### config.mk
export PLATFORM = sky130hd
export DESIGN_NAME = icache_refill_bridge
export DESIGN_NICKNAME = d
export VERILOG_FILES = /design/src/rtl/icache_bus_pkg.sv /design/src/rtl/refill_line_buf.sv /design/src/rtl/icache_refill_bridge.sv
export SDC_FILE = /design/constraint.sdc
export NUM_CORES = 1
export LEC_CHECK = 0
export CORE_MARGIN = 5
export CORE_UTILIZATION = 55
export DETAILED_ROUTE_END_ITERATION = 8
export MAX_ROUTING_LAYER = met4
export PLACE_DENSITY = 0.94
export REMOVE_ABC_BUFFERS = 1
export SLEW_MARGIN = 25
export SYNTH_ARGS = -nofsm -noshare
export SYNTH_HDL_FRONTEND = slang
export SYNTH_SLANG_ARGS = --single-unit
### constraint.sdc
create_clock -name cpu_clk -period 4.5 [get_ports cpu_clk]
set_input_delay 0.9 -clock cpu_clk [delete_from_list [all_inputs] [get_ports cpu_clk]]
set_output_delay 0.9 -clock cpu_clk [all_outputs]
set_load 0.05 [all_outputs]
### src/rtl/icache_bus_pkg.sv
// Shared bus constants and refill FSM states for the
// instruction cache and its memory-side refill bridge.
package icache_bus_pkg;

  localparam int ADDR_W         = 32;
  localparam int WORD_W         = 32;
  localparam int BLK_W          = 128;
  localparam int CACHE_BLK_SIZE = BLK_W;
  localparam int BEATS          = BLK_W / WORD_W;
  localparam int CNT_W          = $clog2(BEATS);
  localparam int OFF_W          = $clog2(BLK_W / 8);
  localparam int BYTE_SH        = $clog2(WORD_W / 8);

  typedef enum logic [1:0] {
    S_IDLE,
    S_ISSUE,
    S_WAIT,
    S_RESP
  } state_t;

endpackage

### src/rtl/refill_line_buf.sv
// One-entry tag/valid store of the last completed refill line.
// Ports: cpu_clk, cpu_rstn, upd, upd_tag (write); tag (lookup), hit.
module refill_line_buf #(
  parameter int TAG_W = 28
) (
  input  logic             cpu_clk,
  input  logic             cpu_rstn,
  input  logic             upd,
  input  logic [TAG_W-1:0] upd_tag,
  input  logic [TAG_W-1:0] tag,
  output logic             hit
);

  logic             vld_q;
  logic [TAG_W-1:0] tag_q;

  always_ff @(posedge cpu_clk or negedge cpu_rstn) begin
    if (!cpu_rstn) begin
      vld_q <= 1'b0;
      tag_q <= '0;
    end else if (upd) begin
      vld_q <= 1'b1;
      tag_q <= upd_tag;
    end
  end

  assign hit = vld_q && (tag_q == tag);

endmodule

### src/rtl/icache_refill_bridge.sv
// I-cache line refill bridge: 4 pipelined word reads -> 128-bit line.
// Ports: cpu_* request side, dev_* line return, mem_* word bus.
// Option LAST_LINE_BUF_EN: last-line tag hit skips the memory reads.
module icache_refill_bridge #(
  parameter int ADDR_W = icache_bus_pkg::ADDR_W,
  parameter int WORD_W = icache_bus_pkg::WORD_W,
  parameter int BLK_W  = icache_bus_pkg::BLK_W
) (
  input  logic              cpu_clk,
  input  logic              cpu_rstn,
  input  logic [3:0]        cpu_ren,
  input  logic [ADDR_W-1:0] cpu_raddr,
  output logic              dev_rrdy,
  output logic              dev_rvalid,
  output logic [BLK_W-1:0]  dev_rdata,
  output logic              mem_req,
  output logic [ADDR_W-1:0] mem_addr,
  input  logic              mem_gnt,
  input  logic              mem_rvalid,
  input  logic [WORD_W-1:0] mem_rdata
);

  import icache_bus_pkg::*;

  localparam int TAG_W = ADDR_W - OFF_W;
  localparam logic [CNT_W-1:0] LAST = CNT_W'(BEATS - 1);

  state_t           state_q, state_d;
  logic [CNT_W-1:0] iss_q, iss_d;
  logic [CNT_W-1:0] rcv_q, rcv_d;
  logic [TAG_W-1:0] base_q, base_d;
  logic [BLK_W-1:0] line_q, line_d;
  logic [BLK_W-1:0] rdata_q;
  logic             fill_done;
  logic             hit;
  logic             unused_ok;

  assign unused_ok = ^cpu_raddr[OFF_W-1:0];

`ifdef LAST_LINE_BUF_EN
  refill_line_buf #(
    .TAG_W (TAG_W)
  ) u_buf (
    .cpu_clk  (cpu_clk),
    .cpu_rstn (cpu_rstn),
    .upd      (fill_done),
    .upd_tag  (base_q),
    .tag      (cpu_raddr[ADDR_W-1:OFF_W]),
    .hit      (hit)
  );
`else
  assign hit = 1'b0;
`endif

  always_ff @(posedge cpu_clk or negedge cpu_rstn) begin
    if (!cpu_rstn) begin
      state_q <= S_IDLE;
      iss_q   <= '0;
      rcv_q   <= '0;
      base_q  <= '0;
      line_q  <= '0;
      rdata_q <= '0;
    end else begin
      state_q <= state_d;
      iss_q   <= iss_d;
      rcv_q   <= rcv_d;
      base_q  <= base_d;
      line_q  <= line_d;
      if (fill_done) rdata_q <= line_d;
    end
  end

  always_comb begin
    state_d   = state_q;
    iss_d     = iss_q;
    rcv_d     = rcv_q;
    base_d    = base_q;
    line_d    = line_q;
    fill_done = 1'b0;
    unique case (state_q)
      S_IDLE: begin
        if (|cpu_ren) begin
          base_d  = cpu_raddr[ADDR_W-1:OFF_W];
          iss_d   = '0;
          rcv_d   = '0;
          state_d = hit ? S_RESP : S_ISSUE;
        end
      end
      S_ISSUE, S_WAIT: begin
        if (state_q == S_ISSUE && mem_gnt) begin
          iss_d = iss_q + CNT_W'(1);
          if (iss_q == LAST) state_d = S_WAIT;
        end
        // Response after grant so a same-cycle last beat wins.
        if (mem_rvalid) begin
          line_d[32'(rcv_q)*WORD_W +: WORD_W] = mem_rdata;
          rcv_d = rcv_q + CNT_W'(1);
          if (rcv_q == LAST) begin
            state_d   = S_RESP;
            fill_done = 1'b1;
          end
        end
      end
      S_RESP:  state_d = S_IDLE;
      default: state_d = S_IDLE;
    endcase
  end

  assign dev_rrdy   = (state_q == S_IDLE);
  assign dev_rvalid = (state_q == S_RESP);
  assign dev_rdata  = rdata_q;
  assign mem_req    = (state_q == S_ISSUE);
  assign mem_addr   = {base_q, {OFF_W{1'b0}}}
                    + (ADDR_W'(iss_q) << BYTE_SH);

endmodule

==> results of run 1 <==
==> per-stage QoR <==
step	utilization	setup slack, ns	setup TNS [ns]
5_1_grt	0.731	1.20	0
6_report	0.731	1.26	0
2_1_floorplan	-	-1.49	-182.63
3_5_place_dp	0.680	1.07	0
4_1_cts	0.731	1.25	0
3_3_place_gp	0.680	1.16	0
==> cell families (layout without fill, tap and decap cells) <==
| kind of cell | Yosys count | after routing | synth area share |
|---|---|---|---|
| buffers and inverters | 91 | 297 | 0.0383 |
| AND/OR/NAND/NOR | 452 | 452 | 0.168 |
| flip-flops | 290 | 290 | 0.631 |
| other | 1 | 2 | 0.000326 |
| AO/OA/AOI/OAI | 204 | 204 | 0.123 |
| multiplexers | 29 | 29 | 0.0283 |
| adder cells (fa/ha/maj) | 10 | 10 | 0.0109 |
==> registers in the layout (all words and copies together) (netlist names) <==
signal     flops
iss_q          2
line_q       128
dev_rdata    128
rcv_q          2
state_q        2
base_q        28
==> routing by layer <==
layer	GRT usage	vias to the layer above	part of all wire
li1	-	4144	-
met1	0.341	4776	0.36
met2	0.491	536	0.52
met3	0.0559	113	0.084
met4	0.104	0	0.039
met5	-	-	0
==> critical path: stages, from the launching register on <==
cell and delay [ns]:
dfrtp_1 0.40, inv_1 0.09, ha_1 0.41, clkdlybuf4s50_1 0.90
==> cells in the mapped netlist, types with 3 or more instances <==
cell and number:
nand2_1 196, a31oi_1 97, a21oi_1 33, a221o_1 3, nor2_1 130, clkbuf_1 25, a32oi_1 31, inv_1 6
nand2b_1 3, buf_2 54, ha_1 10, nand3_1 102, dfrtp_1 290, and3_1 7, mux2_1 20, a22o_1 32
mux2_2 8
==> worst paths after layout <==
| check | end | slack, ns | cells past startpoint |
|---|---|---|---|
| min reg2reg | line_q[53] | 0.46 | 2 |
| max reg2reg | line_q[15] | 1.42 | 6 |
| max in group asynchronous | line_q[93] | 3.43 | 2 |
| min | line_q[6] | 0.43 | 2 |
| max | dev_rrdy | 1.26 | 3 |
| min in group cpu_clk | line_q[53] | 0.46 | 2 |
==> report_power, final <==
| group | internal, mW | switching [mW] |
|---|---|---|
| registers | 3.70 | 0.646 |
| logic | 2.15 | 4.60 |
| clock network | 1.58 | 1.00 |
==> final cells by class <==
class	count	area (um2)
sequential	290	7260
fill	1352	5500
multi-input combinational	697	3860
timing repair buffer	239	2420
clock buffer	40	837
tap	270	338
clock inverter	12	196
inverter	6	22.5
==> key figures, run 1 <==
STA
  – Fin crit share: 0.720
  – Worst-Margin Slew: 0.978 ns
  – Hold Fails Final Rpt: 0
  – Hold_ws: 0.433 ns
  – FMAX: 309 MHz
  – RSZ-0062 raised after global routing: no
  – Relative slew slack: 0.347
  – Worst clock skew: 0.0170 ns
  – Final min period: 3.24 ns
  – Final Max Tran Viols: 0
  – Setup violations, final: 0

Clock network
  – CTS H-tree lvls: 1
  – CTS tree: yes
  – Post-CTS sizing: 0
  – Post-CTS Hold Buffers: 0
  – Root Buffer: clkbuf_16
  – Clock latency on the worst-skew pair: 0.54 ns
  – Postcts setup bufs: 0
  – Clock slew at reported path FFs: 0.06 ns
  – CTS Buffer Depth: 3
  – Clk sinks: 290
  – CTS buffer count: 29

Power
  – Design Power: 13.7 mW
  – Worst VDD drop: 0.526 mV
  – Leak pwr: 6.88 nW
  – PD cells: 916 nW/um2

Logic synthesis
  – Gate Count Post-Synth: 1077
  – Mapped Area: 11500 um2
  – #FFs+latches synth: 290
  – Synth async-reset ratio: 1.00
  – Synth warnings: 0
  – Post-synth top flop: dfrtp_1
  – EDFF count, synth: 0
  – Top post-synthesis cells by area: dfrtp_1, nand2_1, a31oi_1
  – Yosys cell types: 41
  – Synth top area share: 0.631
  – Average size of a mapped cell: 10.7 um2
  – Sequential area share after synthesis: 0.631
  – Cell type with the largest total area after synthesis: dfrtp_1

Floorplanning
  – Die Span X: 155 um
  – Initial core utilization: 0.563
  – Die Y: 155 um
  – Rows: 52
  – Die ar.: 23900 um2
  – I/O pin count: 235
  – Core region area: 20400 um2

Placed design
  – Half-perimeter wire length after detailed placement: 20100 um
  – Final GP Congestion: 0.804
  – # placed instances: 1502
  – Placed cell area: 13900 um2
  – I/O Buffers: 228

Global routing
  – Overall routing resource usage: 0.287
  – Number of global-route vias before repair: 10000
  – First-pass GRT wire length: 53600 um
  – Largest net degree at the start of global routing: 166
  – Initial antenna violation count: 0
  – Remaining global-route overflow: 0

Routing
  – Routed WL: 33800 um
  – Remaining antenna violation count after routing: 0
  – Avg WL per Cell: 21.8 um
  – Vias per std cell: 6.16
  – Vias: 9569
  – # DRC: 0
  – DR iter-0 viols: 746
  – Pre-antenna DRT Iters: 6

Worst setup path
  – Crit path capture type: output port
  – Critical path class: reg -> out
  – Critical path launch point: state_q[0]
  – CP max FO: 9
  – Crit path launch type: flop
  – CP arrival: 2.34 ns
  – FF-to-FF Start: rcv_q[0]
  – Required time of the critical path: 3.60 ns

Layout
  – Non-filler instance count after layout: 1554
  – Synth-to-layout area growth: 29.8%
  – Fin area: 14900 um2
  – Commonest non-fill, non-tap cell in the layout: dfrtp_1
  – Ant diodes: 0
  – Commonest non-fill, non-tap cells in the layout: dfrtp_1, clkdlybuf4s50_1, nand2_1
  – Total Nets Final: 1345
  – Layout cells sized above 1: 0.0662

Hold path
  – HP Class: in -> async

Status
  – Status: completed

Run
  – Max-cap viol count: 0
Power figures use the tool's default switching activity.
==> run 2: changes to the inputs <==
--- a/config.mk
+++ b/config.mk
@@ -6,10 +6,10 @@
 export NUM_CORES = 1
 export LEC_CHECK = 0
 export CORE_MARGIN = 5
-export CORE_UTILIZATION = 55
+export CORE_UTILIZATION = 46
 export DETAILED_ROUTE_END_ITERATION = 8
 export MAX_ROUTING_LAYER = met4
-export PLACE_DENSITY = 0.94
+export PLACE_DENSITY = 0.85
 export REMOVE_ABC_BUFFERS = 1
 export SLEW_MARGIN = 25
 export SYNTH_ARGS = -nofsm -noshare
==> constraint.sdc (replaced) <==
create_clock -name cpu_clk -period 2.9 [get_ports cpu_clk]
set_input_delay 0.58 -clock cpu_clk [delete_from_list [all_inputs] [get_ports cpu_clk]]
set_output_delay 0.58 -clock cpu_clk [all_outputs]
set_load 0.05 [all_outputs]
==> run 2 against run 1 <==
- register-to-register slack worse by 0.98 ns
- global-route usage down 5.6 points
- cell count up 5.7%
- clock power up 51%
- critical path depth unchanged
- clock skew down 0.0094 ns
- count of clock-buffer cells in the layout down 1
- largest cell class unchanged
- largest power group unchanged
==> key figures, run 2 (synthesis gave the netlist of run 1 again) <==
Placed design
  – Final GP Congestion: 0.793
  – I/O Buffers: 228
  – Half-perimeter wire length after detailed placement: 21000 um
  – Placed cell area: 14300 um2
  – # placed instances: 1588

Worst setup path
  – Delay of the slowest critical-path stage: 0.83 ns
  – R2R cell count: 6
  – Top Family by Delay on Critical Path: buffers and inverters
  – Crit path capture type: output port
  – Critical path launch point: state_q[1]
  – Crit. path cell count: 3
  – Slowest CP cell: clkdlybuf4s50_1
  – Critical path class: reg -> out
  – WP buf/inv: 2
  – Crit path launch type: flop
  – FF-to-FF Start: rcv_q[0]
  – CP arrival: 2.07 ns
  – Worst path cell trace: inv_1, ha_1, clkdlybuf4s50_1
  – Required time of the critical path: 2.32 ns
  – CP max FO: 4

Layout
  – Commonest non-fill, non-tap cell in the layout: dfrtp_1
  – Layout cells sized above 1: 0.0926
  – Synth-to-layout area growth: 33.6%
  – Ant diodes: 0
  – Final Util: 0.628
  – Non-filler instance count after layout: 1642
  – Fin area: 15400 um2
  – Fill cell count: 1822
  – Commonest non-fill, non-tap cells in the layout: dfrtp_1, clkdlybuf4s50_1, nand2_1
  – Total Nets Final: 1377

Floorplanning
  – Core region area: 24500 um2
  – Die Y: 168 um
  – Rows: 57
  – Die ar.: 28300 um2
  – I/O pin count: 235
  – Die Span X: 168 um
  – Initial core utilization: 0.470

STA
  – Final min period: 2.65 ns
  – RSZ-0062 raised after global routing: no
  – Worst clock skew: 0.00761 ns
  – Hold Fails Final Rpt: 0
  – FMAX: 377 MHz
  – Relative slew slack: 0.612
  – Worst-Margin Slew: 0.576 ns
  – Fin crit share: 0.915
  – Setup violations, final: 0
  – Final Max Tran Viols: 0

Global routing
  – Overall routing resource usage: 0.231
  – Number of global-route vias before repair: 9546
  – Initial antenna violation count: 0
  – First-pass GRT wire length: 51700 um
  – Largest net degree at the start of global routing: 70
  – Remaining global-route overflow: 0

Power
  – Worst VDD drop: 0.991 mV
  – Leak pwr: 7.08 nW
  – Design Power: 21.1 mW
  – PD cells: 1380 nW/um2

Routing
  – Vias: 9450
  – Vias per std cell: 5.76
  – Routed WL: 32500 um
  – Remaining antenna violation count after routing: 0
  – Met2 routed WL: 16700 um
  – Avg WL per Cell: 19.8 um
  – Max layer used: met4
  – Met3 WL: 2330 um
  – # DRC: 0
  – Met1 wire length: 12700 um
  – DR iter-0 viols: 806
  – Pre-antenna DRT Iters: 6

Clock network
  – Clk sinks: 290
  – CTS tree: yes
  – CTS H-tree lvls: 1
  – Clock slew at reported path FFs: 0.07 ns
  – CTS buffer count: 29
  – CTS Buffer Depth: 3
  – Clock latency on the worst-skew pair: 0.53 ns
  – Root Buffer: clkbuf_16

Hold path
  – HP Class: in -> async

Run
  – Max-cap viol count: 0

Status
  – Status: completed
==> run 2: final timing paths <==
kind                            endpoint  slack [ns]
setup reg to reg           dev_rdata[80]        0.44
max in group asynchronous      base_q[1]        2.16
min in group cpu_clk          line_q[40]        0.46
hold / removal                line_q[51]        0.01
hold reg to reg               line_q[40]        0.46
setup / recovery                 mem_req        0.25
==> run 2: power by group <==
part           internal [mW]  switching (mW)
Sequential              5.73           0.982
Combinational           3.50            7.01
Clock                   2.33            1.57
==> run 2: repair_timing <==
| action | 4_1_cts | 5_1_grt |
|---|---|---|
| setup endpoints to repair | 1 | 0 |
| hold buffers | 0 | 0 |
| gates resized for setup | 1 | 0 |
| setup buffers | 0 | 0 |
==> run 2: area by class of cell <==
type,instances,area [um2],share of cell area
clock buffers,39,853,0.0556
multi-input cells,697,3860,0.251
flip-flops and latches,290,7260,0.472
inverters,6,22.5,0.00147
repair buffers,271,2800,0.182
clock inverters,15,165,0.0108
well taps,324,405,0.0264
==> run 2: metal layers <==
metal | vias to the layer above | global-route usage
li1 | 4209 | -
met1 | 4777 | 0.287
met2 | 396 | 0.393
met3 | 68 | 0.0394
met4 | 0 | 0.0625
met5 | - | -
==> run 2: stage by stage <==
stage	hold slack (ns)	TNS (ns)	setup slack [ns]
after floorplan	0.284	-400.76	-3.09
after global placement	0.444	0	0.475
after detailed placement	0.450	0	0.421
after CTS	0.0156	0	0.240
after global routing	0.0253	0	0.162
final	0.0131	0	0.247
